`src/rtl/pu_riscv_biu_arbiter_if.sv`:
```
// Pipelined BIU handshake bundle: address phase (stb/stb_ack) plus data response (ack/err).
interface pu_riscv_biu_arbiter_if #(
    parameter int unsigned XLEN = 64,
    parameter int unsigned PLEN = 64
);
    logic            stb;
    logic            stb_ack;
    logic [PLEN-1:0] adri;
    logic [2:0]      size;
    logic [2:0]      typ;
    logic [2:0]      prot;
    logic            lock;
    logic            we;
    logic [XLEN-1:0] d;
    logic [PLEN-1:0] adro;
    logic [XLEN-1:0] q;
    logic            ack;
    logic            err;

    modport master (
        output stb, adri, size, typ, prot, lock, we, d,
        input  stb_ack, adro, q, ack, err
    );

    modport slave (
        input  stb, adri, size, typ, prot, lock, we, d,
        output stb_ack, adro, q, ack, err
    );
endinterface

```
`src/rtl/pu_riscv_biu_arbiter.sv`:
```
// Shares one BIU between the data and instruction ports: round-robin address arbitration
// with stall/lock hold, plus an ownership FIFO that routes each response to its requester.
module pu_riscv_biu_arbiter #(
    parameter int unsigned XLEN  = 64,
    parameter int unsigned PLEN  = 64,
    parameter int unsigned DEPTH = 2
) (
    input  logic                  clk_i,
    input  logic                  rst_i,
    pu_riscv_biu_arbiter_if.slave  dbiu,
    pu_riscv_biu_arbiter_if.slave  ibiu,
    pu_riscv_biu_arbiter_if.master biu
);
    localparam int unsigned PW = (DEPTH > 1) ? $clog2(DEPTH) : 1;
    localparam int unsigned CW = $clog2(DEPTH) + 1;
    localparam logic [0:0] PORT_D = 1'b0;
    localparam logic [0:0] PORT_I = 1'b1;

    logic            hold_q, hold_d, hold_own_q, hold_own_d;
    logic            lock_q, lock_d, lock_own_q, lock_own_d;
    logic            last_q, last_d;
    logic [PW-1:0]   wp_q, rp_q;
    logic [CW-1:0]   cnt_q;
    logic [DEPTH-1:0] own_mem;

    logic sel, sel_stb, sel_lock, lock_own_stb;
    logic full, empty, accept, push, pop, head;

    // Stalled address phases and locked sequences pin the mux; otherwise round-robin.
    always_comb begin
        if (hold_q)                sel = hold_own_q;
        else if (lock_q)           sel = lock_own_q;
        else if (last_q == PORT_D) sel = ibiu.stb ? PORT_I : PORT_D;
        else                       sel = dbiu.stb ? PORT_D : PORT_I;
    end

    assign sel_stb      = (sel == PORT_I) ? ibiu.stb  : dbiu.stb;
    assign sel_lock     = (sel == PORT_I) ? ibiu.lock : dbiu.lock;
    assign lock_own_stb = (lock_own_q == PORT_I) ? ibiu.stb : dbiu.stb;

    assign full   = (cnt_q == CW'(DEPTH));
    assign empty  = (cnt_q == '0);
    assign accept = biu.stb & biu.stb_ack;
    assign push   = accept;
    assign pop    = (biu.ack | biu.err) & ~empty;
    assign head   = own_mem[rp_q];

    assign biu.stb  = sel_stb & ~full;
    assign biu.adri = (sel == PORT_I) ? ibiu.adri : dbiu.adri;
    assign biu.size = (sel == PORT_I) ? ibiu.size : dbiu.size;
    assign biu.typ  = (sel == PORT_I) ? ibiu.typ  : dbiu.typ;
    assign biu.prot = (sel == PORT_I) ? ibiu.prot : dbiu.prot;
    assign biu.lock = sel_lock;
    assign biu.we   = (sel == PORT_I) ? ibiu.we   : dbiu.we;
    assign biu.d    = (sel == PORT_I) ? ibiu.d    : dbiu.d;

    assign dbiu.stb_ack = accept & (sel == PORT_D);
    assign ibiu.stb_ack = accept & (sel == PORT_I);

    assign dbiu.ack = biu.ack & ~empty & (head == PORT_D);
    assign ibiu.ack = biu.ack & ~empty & (head == PORT_I);
    assign dbiu.err = biu.err & ~empty & (head == PORT_D);
    assign ibiu.err = biu.err & ~empty & (head == PORT_I);

    assign dbiu.adro = biu.adro;
    assign ibiu.adro = biu.adro;
    assign dbiu.q    = biu.q;
    assign ibiu.q    = biu.q;

    // Arbitration state next-value logic.
    always_comb begin
        hold_d     = hold_q;
        hold_own_d = hold_own_q;
        lock_d     = lock_q;
        lock_own_d = lock_own_q;
        last_d     = last_q;

        if (biu.stb && !biu.stb_ack) begin
            hold_d     = 1'b1;
            hold_own_d = sel;
        end else if (biu.stb_ack || (hold_q && !sel_stb)) begin
            hold_d = 1'b0;
        end

        if (accept) begin
            last_d = sel;
            if (sel_lock) begin
                lock_d     = 1'b1;
                lock_own_d = sel;
            end else if (lock_q && (sel == lock_own_q)) begin
                lock_d = 1'b0;
            end
        end else if (lock_q && !lock_own_stb) begin
            lock_d = 1'b0;
        end
    end

    function automatic logic [PW-1:0] ptr_inc(input logic [PW-1:0] p);
        return (p == PW'(DEPTH - 1)) ? '0 : p + PW'(1);
    endfunction

    always_ff @(posedge clk_i) begin
        if (rst_i) begin
            hold_q     <= 1'b0;
            hold_own_q <= PORT_D;
            lock_q     <= 1'b0;
            lock_own_q <= PORT_D;
            last_q     <= PORT_I;
            wp_q       <= '0;
            rp_q       <= '0;
            cnt_q      <= '0;
        end else begin
            hold_q     <= hold_d;
            hold_own_q <= hold_own_d;
            lock_q     <= lock_d;
            lock_own_q <= lock_own_d;
            last_q     <= last_d;
            if (push) wp_q <= ptr_inc(wp_q);
            if (pop)  rp_q <= ptr_inc(rp_q);
            case ({push, pop})
                2'b10:   cnt_q <= cnt_q + CW'(1);
                2'b01:   cnt_q <= cnt_q - CW'(1);
                default: cnt_q <= cnt_q;
            endcase
        end
    end

    // Owner storage needs no reset: entries are only read after being written.
    always_ff @(posedge clk_i) begin
        if (push) own_mem[wp_q] <= sel;
    end
endmodule

```
`src/flat_wrapper.sv`:
```
// flat-port wrapper written by rule: the top's interface ports become plain ports
module pu_riscv_biu_arbiter_flat 
#(
    parameter int unsigned XLEN  = 64,
    parameter int unsigned PLEN  = 64,
    parameter int unsigned DEPTH = 2
)
  (clk_i, rst_i, dbiu_stb, dbiu_adri, dbiu_size, dbiu_typ, dbiu_prot, dbiu_lock, dbiu_we, dbiu_d, dbiu_stb_ack, dbiu_adro, dbiu_q, dbiu_ack, dbiu_err, ibiu_stb, ibiu_adri, ibiu_size, ibiu_typ, ibiu_prot, ibiu_lock, ibiu_we, ibiu_d, ibiu_stb_ack, ibiu_adro, ibiu_q, ibiu_ack, ibiu_err, biu_stb, biu_adri, biu_size, biu_typ, biu_prot, biu_lock, biu_we, biu_d, biu_stb_ack, biu_adro, biu_q, biu_ack, biu_err);
  pu_riscv_biu_arbiter_if #(.XLEN(XLEN), .PLEN(PLEN)) dbiu_i ();
  pu_riscv_biu_arbiter_if #(.XLEN(XLEN), .PLEN(PLEN)) ibiu_i ();
  pu_riscv_biu_arbiter_if #(.XLEN(XLEN), .PLEN(PLEN)) biu_i ();
  input  logic clk_i;
  input  logic rst_i;
  input wire logic [$bits(dbiu_i.stb)-1:0] dbiu_stb;
  input wire logic [$bits(dbiu_i.adri)-1:0] dbiu_adri;
  input wire logic [$bits(dbiu_i.size)-1:0] dbiu_size;
  input wire logic [$bits(dbiu_i.typ)-1:0] dbiu_typ;
  input wire logic [$bits(dbiu_i.prot)-1:0] dbiu_prot;
  input wire logic [$bits(dbiu_i.lock)-1:0] dbiu_lock;
  input wire logic [$bits(dbiu_i.we)-1:0] dbiu_we;
  input wire logic [$bits(dbiu_i.d)-1:0] dbiu_d;
  output wire logic [$bits(dbiu_i.stb_ack)-1:0] dbiu_stb_ack;
  output wire logic [$bits(dbiu_i.adro)-1:0] dbiu_adro;
  output wire logic [$bits(dbiu_i.q)-1:0] dbiu_q;
  output wire logic [$bits(dbiu_i.ack)-1:0] dbiu_ack;
  output wire logic [$bits(dbiu_i.err)-1:0] dbiu_err;
  input wire logic [$bits(ibiu_i.stb)-1:0] ibiu_stb;
  input wire logic [$bits(ibiu_i.adri)-1:0] ibiu_adri;
  input wire logic [$bits(ibiu_i.size)-1:0] ibiu_size;
  input wire logic [$bits(ibiu_i.typ)-1:0] ibiu_typ;
  input wire logic [$bits(ibiu_i.prot)-1:0] ibiu_prot;
  input wire logic [$bits(ibiu_i.lock)-1:0] ibiu_lock;
  input wire logic [$bits(ibiu_i.we)-1:0] ibiu_we;
  input wire logic [$bits(ibiu_i.d)-1:0] ibiu_d;
  output wire logic [$bits(ibiu_i.stb_ack)-1:0] ibiu_stb_ack;
  output wire logic [$bits(ibiu_i.adro)-1:0] ibiu_adro;
  output wire logic [$bits(ibiu_i.q)-1:0] ibiu_q;
  output wire logic [$bits(ibiu_i.ack)-1:0] ibiu_ack;
  output wire logic [$bits(ibiu_i.err)-1:0] ibiu_err;
  output wire logic [$bits(biu_i.stb)-1:0] biu_stb;
  output wire logic [$bits(biu_i.adri)-1:0] biu_adri;
  output wire logic [$bits(biu_i.size)-1:0] biu_size;
  output wire logic [$bits(biu_i.typ)-1:0] biu_typ;
  output wire logic [$bits(biu_i.prot)-1:0] biu_prot;
  output wire logic [$bits(biu_i.lock)-1:0] biu_lock;
  output wire logic [$bits(biu_i.we)-1:0] biu_we;
  output wire logic [$bits(biu_i.d)-1:0] biu_d;
  input wire logic [$bits(biu_i.stb_ack)-1:0] biu_stb_ack;
  input wire logic [$bits(biu_i.adro)-1:0] biu_adro;
  input wire logic [$bits(biu_i.q)-1:0] biu_q;
  input wire logic [$bits(biu_i.ack)-1:0] biu_ack;
  input wire logic [$bits(biu_i.err)-1:0] biu_err;
  assign dbiu_i.stb = dbiu_stb;
  assign dbiu_i.adri = dbiu_adri;
  assign dbiu_i.size = dbiu_size;
  assign dbiu_i.typ = dbiu_typ;
  assign dbiu_i.prot = dbiu_prot;
  assign dbiu_i.lock = dbiu_lock;
  assign dbiu_i.we = dbiu_we;
  assign dbiu_i.d = dbiu_d;
  assign dbiu_stb_ack = dbiu_i.stb_ack;
  assign dbiu_adro = dbiu_i.adro;
  assign dbiu_q = dbiu_i.q;
  assign dbiu_ack = dbiu_i.ack;
  assign dbiu_err = dbiu_i.err;
  assign ibiu_i.stb = ibiu_stb;
  assign ibiu_i.adri = ibiu_adri;
  assign ibiu_i.size = ibiu_size;
  assign ibiu_i.typ = ibiu_typ;
  assign ibiu_i.prot = ibiu_prot;
  assign ibiu_i.lock = ibiu_lock;
  assign ibiu_i.we = ibiu_we;
  assign ibiu_i.d = ibiu_d;
  assign ibiu_stb_ack = ibiu_i.stb_ack;
  assign ibiu_adro = ibiu_i.adro;
  assign ibiu_q = ibiu_i.q;
  assign ibiu_ack = ibiu_i.ack;
  assign ibiu_err = ibiu_i.err;
  assign biu_stb = biu_i.stb;
  assign biu_adri = biu_i.adri;
  assign biu_size = biu_i.size;
  assign biu_typ = biu_i.typ;
  assign biu_prot = biu_i.prot;
  assign biu_lock = biu_i.lock;
  assign biu_we = biu_i.we;
  assign biu_d = biu_i.d;
  assign biu_i.stb_ack = biu_stb_ack;
  assign biu_i.adro = biu_adro;
  assign biu_i.q = biu_q;
  assign biu_i.ack = biu_ack;
  assign biu_i.err = biu_err;
  pu_riscv_biu_arbiter #(.XLEN(XLEN), .PLEN(PLEN), .DEPTH(DEPTH)) u_core (.clk_i(clk_i), .rst_i(rst_i), .dbiu(dbiu_i), .ibiu(ibiu_i), .biu(biu_i));
endmodule
```
`config.mk`:
```
export PLATFORM = sky130hd
export DESIGN_NAME = pu_riscv_biu_arbiter_flat
export DESIGN_NICKNAME = d
export VERILOG_FILES = /design/src/rtl/pu_riscv_biu_arbiter_if.sv /design/src/rtl/pu_riscv_biu_arbiter.sv /design/src/flat_wrapper.sv
export SDC_FILE = /design/constraint.sdc
export NUM_CORES = 1
export LEC_CHECK = 0
export BUFFER_PORTS_ARGS = -buffer_cell sky130_fd_sc_hd__buf_2
export CAP_MARGIN = 20
export CORE_AREA = 8 8 313 315
export CTS_CLUSTER_SIZE = 10
export DETAILED_ROUTE_END_ITERATION = 12
export DIE_AREA = 0 0 321 323
export MAX_ROUTING_LAYER = met4
export PLACE_DENSITY = 0.33
export SYNTH_ARGS = -nofsm -noshare
export SYNTH_HDL_FRONTEND = slang
export SYNTH_SLANG_ARGS = --single-unit
```
`constraint.sdc`:
```
create_clock -name clk_i -period 1.95 [get_ports clk_i]
set_input_delay 0.0975 -clock clk_i [delete_from_list [all_inputs] [get_ports clk_i]]
set_output_delay 0.0975 -clock clk_i [all_outputs]
set_load 0.01 [all_outputs]
```
==> impl_metrics.csv, run 1 <==
group,metric,value,unit
synth,syn_nets,899,
final_layout,final_cell_mix,"buf_2, mux2_4, buf_6, buf_4, buf_8",
worst_setup_path,crit_path_end_kind,"primary output",
drt,drt.antenna.violating_nets,0,
synth,ys_seq_area_frac,0.0514,
clock_network,cts-hold-fix-buffers,0,
drt,viasPerCell,2.16,
final_layout,layout_commonest_cell,"buf_2",
die,start_util,0.0504,
power_and_ir_drop,pwr-share-clk,0.066,
place,routabilityCongestion,0.811,
worst_setup_path,cp.required,1850,ps
drt,firstDrtPassIters,4,
synth,avgSynthCellArea,9.64,sq um
die,coreArea,92800,sq um
drt,totalWireLength,26.5,mm
final_layout,drive_gt1_frac,0.923,
sta,finalCritPeriodShare,1.04,
status,outcome,"complete, but fails checks",
place,place_ws,-52.6,ps
power_and_ir_drop,p_sw_frac,0.365,
drt,drcViolationCount,0,
clock_network,cts_buffers,3,
final_layout,nFillCells,10800,
synth,synth.distinct_cells,39,
clock_network,tritoncts,"built",
power_and_ir_drop,comb_power_share,0.874,
drt,vias,4214,
clock_network,clkTransAtPathRegs,40,ps
worst_setup_path,crit_fanout,7,
die,row_count,112,
power_and_ir_drop,vdd_drop_max,256,uV
power_and_ir_drop,power_switching,2.03,mW
sta,finalSetupViolCount,130,
sta,rsz0062_at_grt,"yes",
worst_setup_path,path_class,"register to primary output",
global_route,track_usage,0.0454,
power_and_ir_drop,leakagePower,3.75,nW
worst_setup_path,crit_path_max_incr_delay,330,ps
status,violations,"setup timing",
final_layout,nets,1112,
final_layout,final_util,0.0870,
sta,hold_viol_final,0,
clock_network,clockRootBuffer,"clkbuf_16",
worst_setup_path,cp_cell_sequence,"and2_4, o21ai_2, buf_6, nand2_8, buf_16, buf_12, mux2_4, buf_6",
die,io_pins,815,
die,die_h,323,um
worst_setup_path,crit_top_cell,"buf_6",
clock_network,clk_path_buf_depth,2,
sta,max-slew-margin-rel,0.829,
power_and_ir_drop,cellPowerDensity,691,nW/um^2
sta,maxSlewViolCount,0,
clock_network,ctsHtreeMaxLevel,1,
global_route,grt_start_max_net_pins,16,
worst_setup_path,cp.arrival,1930,ps
die,dieArea,104000,sq um
synth,yosys_register_bits,11,
sta,finalCriticalPeriod,2030,ps
clock_network,clk_latency,230,ps
power_and_ir_drop,internal-power,3.54,mW
worst_setup_path,cp_slowest_cell,"dfxtp_2",
sta,setup_slack,-75.0,ps
place,port_buffers,430,
place,hpwlAfterDp,22.5,mm
min_path,hold_class,"input pin to register",
final_layout,regArea,244,sq um
sta,tightestPinTransition,255,ps
final_layout,area_growth,72.6,%
die,die_x,321,um
run,drv_cap,0,
final_layout,multi_input_area,2500,sq um
sta,max_freq,494,MHz
global_route,overflow,0,
sta,clock-skew-final,0.709,ps
synth,yosysWarnings,0,
global_route,antenna_found_initial,8,
synth,synth_area,4670,sq um
drt,drt_iter0_markers,87,
global_route,grt_pass1_wl,33.5,mm
drt,wl_per_cell,13.5,um
global_route,first_global_vias,4846,
clock_network,cts.sinks,11,
sta,holdWs,56.6,ps
power_and_ir_drop,share_seq_of_total_power,0.059,
worst_setup_path,critPathLaunchType,"register",
synth,synthCells,485,
## timing repair
action | in CTS | in global routing
pin swaps | 1 | 6
cloned | 5 | 3
setup endpoints to repair | 131 | 141
gates resized for setup | 188 | 33
buffers inserted | 11 | 1
## stage by stage
step | power (mW) | std cells | cell area (sq um) | setup TNS, ps
after floorplan | 2.98 | 485 | 4670 | 0
after global placement | 3.93 | 1928 | 6620 | -138
after detailed placement | 3.88 | 1928 | 6620 | -52.6
after CTS | 5.49 | 1948 | 7860 | -10540
after global routing | 5.95 | 1953 | 8070 | -15640
final | 5.58 | 1953 | 8070 | -4400
## layer usage
layer / vias up / global-route usage / share of wire
met5: - / - / 0
met2: 632 / 0.0642 / 0.40
met3: 26 / 0.0354 / 0.19
met4: 0 / 0.0114 / 0.026
met1: 1760 / 0.0492 / 0.38
li1: 1796 / - / -
## registers in the layout, indices dropped and copies added (netlist names)
name               flops
u_core.rp_q            1
u_core.hold_q          1
u_core.hold_own_q      1
u_core.last_q          1
u_core.wp_q            1
u_core.lock_q          1
u_core.lock_own_q      1
u_core.own_mem         2
u_core.cnt_q           2
## critical path, delay by kind of cell (launching register included)
| family | cells | cell delay, ps |
|---|---|---|
| flops | 1 | 330 |
| buf+inv | 4 | 610 |
| mux | 1 | 330 |
| simple gates | 2 | 260 |
| compound gates | 1 | 140 |
## worst paths after layout
kind / endpoint / cells past startpoint / from / slack [ps]
min reg2reg: u_core.last_q$_SDFFE_PP1N_ / 2 / u_core.last_q$_SDFFE_PP1N_ / 520
min: u_core.hold_q$_SDFFE_PP0P_ / 2 / biu_stb_ack / 60
max reg2reg: u_core.cnt_q[1]$_SDFFE_PP0P_ / 8 / u_core.lock_q$_SDFFE_PP0P_ / 60
max: biu_adri[21] / 8 / u_core.last_q$_SDFFE_PP1N_ / -80
## cell type report
type | count | share of cell area
Timing Repair Buffer | 482 | 0.453
Antenna cell | 2 | 0.000620
Multi-Input combinational cell | 198 | 0.310
Clock buffer | 4 | 0.00977
Inverter | 2 | 0.00124
Tap cell | 1254 | 0.194
Sequential cell | 11 | 0.0302
## power by group through the flow
| stage | registers, mW | logic, mW | clock network [mW] |
|---|---|---|---|
| floorplan | 0.330 | 2.65 | 0 |
| global placement | 0.331 | 3.60 | 0 |
| detailed placement | 0.329 | 3.55 | 0 |
| CTS | 0.331 | 4.78 | 0.384 |
| global route | 0.340 | 5.22 | 0.400 |
| finish | 0.331 | 4.88 | 0.370 |
## kinds of logic (layout without fill, tap and decap cells)
family	Yosys count	count (layout)	synth area share
other	0	2	0
XOR/XNOR	4	4	0.00750
AO/OA/AOI/OAI	18	18	0.0289
adder cells (fa/ha/maj)	1	1	0.00268
buffers and inverters	276	488	0.450
flip-flops	11	11	0.0514
multiplexers	142	142	0.421
AND/OR/NAND/NOR	33	33	0.0380
## synth_stat cells (all sizes together)
library cell / count / area, sq um
nor4: 1 / 12.5
nor2: 14 / 52.6
edfxtp: 2 / 60.1
o21bai: 1 / 7.51
o21a: 4 / 37.5
inv: 2 / 7.50
or3: 2 / 12.5
and4: 1 / 8.76
a21oi: 2 / 10.0
o21ai: 5 / 28.8
buf: 273 / 2090
xnor2: 2 / 17.5
nand2b: 1 / 13.8
and2: 2 / 15.0
o2111ai: 1 / 8.76
o22a: 1 / 8.76
mux2i: 2 / 20.0
a31oi: 1 / 6.26
mux2: 140 / 1950
o211a: 1 / 10.0
nand2: 7 / 28.8
a221oi: 1 / 8.76
xor2: 2 / 17.5
nor3: 2 / 15.0
dfxtp: 9 / 180
clkbuf: 1 / 3.75
ha: 1 / 12.5
nor2b: 3 / 18.8
o2bb2ai: 1 / 8.76
(Power assumes the default switching activity.)
==> inputs of run 2 (changes only) <==
--- a/config.mk
+++ b/config.mk
@@ -5,12 +5,13 @@
 export SDC_FILE = /design/constraint.sdc
 export NUM_CORES = 1
 export LEC_CHECK = 0
+export ABC_AREA = 1
 export BUFFER_PORTS_ARGS = -buffer_cell sky130_fd_sc_hd__buf_2
 export CAP_MARGIN = 20
-export CORE_AREA = 8 8 313 315
+export CORE_AREA = 8 8 310 312
 export CTS_CLUSTER_SIZE = 10
 export DETAILED_ROUTE_END_ITERATION = 12
-export DIE_AREA = 0 0 321 323
+export DIE_AREA = 0 0 318 320
 export MAX_ROUTING_LAYER = met4
 export PLACE_DENSITY = 0.33
 export SYNTH_ARGS = -nofsm -noshare
==> run 2 against run 1 <==
The run now ends clean. Worst setup slack improved by 160 ps. Critical path depth rose by 4. Register-to-register slack improved by 100 ps. Sequential power barely moved. Flip-flop and latch count did not move.
==> impl_metrics.csv, run 2 <==
group,metric,value,unit
synth,synth_area_leaders,"buf_4, nand2_1, dfxtp_1",
synth,async_reset_ff_frac,0,
clock_network,clk_path_buf_depth,2,
place,routabilityCongestion,0.797,
sta,finalSetupViolCount,0,
clock_network,clk_latency,240,ps
clock_network,cts.sinks,11,
sta,rsz0062_at_grt,"yes",
global_route,antenna_found_initial,41,
final_layout,drive_gt1_frac,0.493,
place,hpwlAfterDp,44.6,mm
final_layout,final_cell_mix,"buf_2, nand2_1, inv_1, nor2_1",
synth,ys.flop_type,"dfxtp_1",
sta,holdWs,74.8,ps
drt,wl_per_cell,22.8,um
worst_setup_path,crit_path_end_kind,"primary output",
run,drv_cap,0,
synth,syn_nets,1203,
synth,synth.most_common_cell,"nand2_1",
worst_setup_path,critPathLaunchType,"register",
die,row_count,111,
die,coreArea,91000,sq um
power_and_ir_drop,leakagePower,3.43,nW
drt,viasPerCell,2.52,
die,die_h,320,um
worst_setup_path,worstRegToRegCells,11,
global_route,grt_start_max_net_pins,71,
min_path,hold_class,"input pin to register",
worst_setup_path,reg2reg_from,"u_core.lock_q$_SDFFE_PP0P_",
synth,synthCells,789,
die,start_util,0.0482,
clock_network,ctsHtreeMaxLevel,1,
drt,firstDrtPassIters,4,
sta,setup-tns-final,0,ps
global_route,track_usage,0.0907,
worst_setup_path,crit_start,"u_core.last_q$_SDFFE_PP1N_",
sta,finalCritPeriodShare,0.955,
global_route,first_global_vias,5831,
clock_network,cts-hold-fix-buffers,0,
synth,synth-edff-count,2,
clock_network,tritoncts,"built",
synth,synth.distinct_cells,26,
final_layout,nFillCells,11000,
synth,yosysWarnings,0,
sta,max-slew-margin-rel,0.778,
clock_network,cts_buffers,3,
synth,synth_area,4390,sq um
sta,clock-skew-final,2.58,ps
sta,finalCriticalPeriod,1860,ps
clock_network,clockRootBuffer,"clkbuf_16",
power_and_ir_drop,total_power,5.82,mW
final_layout,area_growth,42.7,%
synth,ys_seq_area_frac,0.0547,
sta,tightestPinTransition,330,ps
final_layout,nets,1366,
drt,vias,5394,
worst_setup_path,cp.required,1850,ps
die,dieArea,102000,sq um
place,port_buffers,430,
synth,avgSynthCellArea,5.56,sq um
drt,totalWireLength,48.9,mm
final_layout,finalInstanceArea,6260,sq um
clock_network,clkTransAtPathRegs,40,ps
die,die_x,318,um
global_route,grt_pass1_wl,60.2,mm
synth,yosys_register_bits,11,
drt,drt_iter0_markers,163,
final_layout,layout_commonest_cell,"buf_2",
place,postPlaceCellArea,5990,sq um
power_and_ir_drop,cellPowerDensity,930,nW/um^2
sta,max_freq,537,MHz
power_and_ir_drop,vdd_drop_max,359,uV
synth,post_synth_most_frequent_cells,"nand2_1, buf_4, buf_2",
drt,drcViolationCount,0,
min_path,min_from,"rst_i",
drt,drt.antenna.violating_nets,0,
min_path,whs_path_depth,2,
sta,maxSlewViolCount,0,
worst_setup_path,crit_fanout,63,
synth,synth_top_area_frac,0.452,
global_route,overflow,0,
worst_setup_path,cp.arrival,1760,ps
sta,hold_viol_final,0,
die,io_pins,815,
status,outcome,"finished clean",
worst_setup_path,path_class,"register to primary output",
synth,yosys.area.top_type,"buf_4",
final_layout,top_regs,"u_core.cnt_q: 2 flops, u_core.own_mem: 2 flops",
## run 2: cell count changes in the layout (fill, tap and decap cells not counted), moves of 8 or more
cell	change
buf_8	-12
nand2_1	+421
buf_6	-127
mux2_4	-132
inv_1	+12
buf_4	-10
buf_2	+119
mux2_2	-8
## run 2: per-layer routing
| layer | vias to the layer above | global-route usage | routed length (um) |
|---|---|---|---|
| li1 | 2443 | - | - |
| met4 | 0 | 0.0163 | 1190 |
| met3 | 89 | 0.0609 | 7280 |
| met2 | 660 | 0.141 | 21400 |
| met1 | 2202 | 0.0970 | 19000 |
| met5 | - | - | 0 |
## run 2: worst paths after layout
check,slack [ps],endpoint
setup / recovery,90,ibiu_stb_ack
hold reg to reg,460,u_core.hold_own_q$_SDFFE_PP0P_
setup reg to reg,160,u_core.cnt_q[1]$_SDFFE_PP0P_
hold / removal,70,u_core.lock_own_q$_SDFFE_PP0P_
## run 2: kinds of logic (layout without fill, tap and decap cells)
logic type      count (synthesis)  in the layout  synth area share
fa+ha+maj                       1              1           0.00285
other cells                     0              7                 0
simple gates                  456            456             0.413
xor+xnor                        1              1           0.00200
buf+inv                       301            463             0.502
flops                          11             11            0.0547
compound gates                 19             19            0.0254
## run 2: through the flow
| stage | worst slack, ps | util | cells |
|---|---|---|---|
| detailed placement | 151 | 0.0659 | 2127 |
| CTS | 9.15 | 0.0674 | 2132 |
| global route | -90.5 | 0.0688 | 2143 |
| global placement | 148 | 0.0659 | 2127 |
| floorplan | 289 | - | 789 |
| finish | 87.9 | 0.0688 | 2144 |
## run 2: power by group
group	switching [mW]	leakage (nW)	internal, mW
Sequential	0.0374	0.0928	0.295
Combinational	3.26	3.30	1.85
Clock	0.103	0.0382	0.275
Total	3.40	3.43	2.42
## run 2: layout make-up
cell class	count	area, sq um	share of cell area
Sequential cell	11	241	0.0386
Clock buffer	4	78.8	0.0126
Timing Repair Buffer	444	2390	0.381
Multi-Input combinational cell	477	1970	0.315
Inverter	15	82.6	0.0132
Tap cell	1186	1480	0.237
Antenna cell	7	17.5	0.00280
## run 2: critical path, stage by stage, from the launching register on
cell     delay, ps
dfxtp_1        330
inv_1           60
nand2_1         70
nand3_2         80
nand2_4        100
nand2_8        100
buf_12         200
nand2_4         90
nand3_4         90
nor2_8         140
nand2_1        100
inv_1           60
buf_2          120
## run 2: timing repair
item                       in CTS  in global routing
pin swaps                       0                  2
gates cloned                    1                  2
setup buffers                   0                  3
setup endpoints to repair      34                 75
hold endpoints to repair        0                  0
gates resized for setup         4                 12
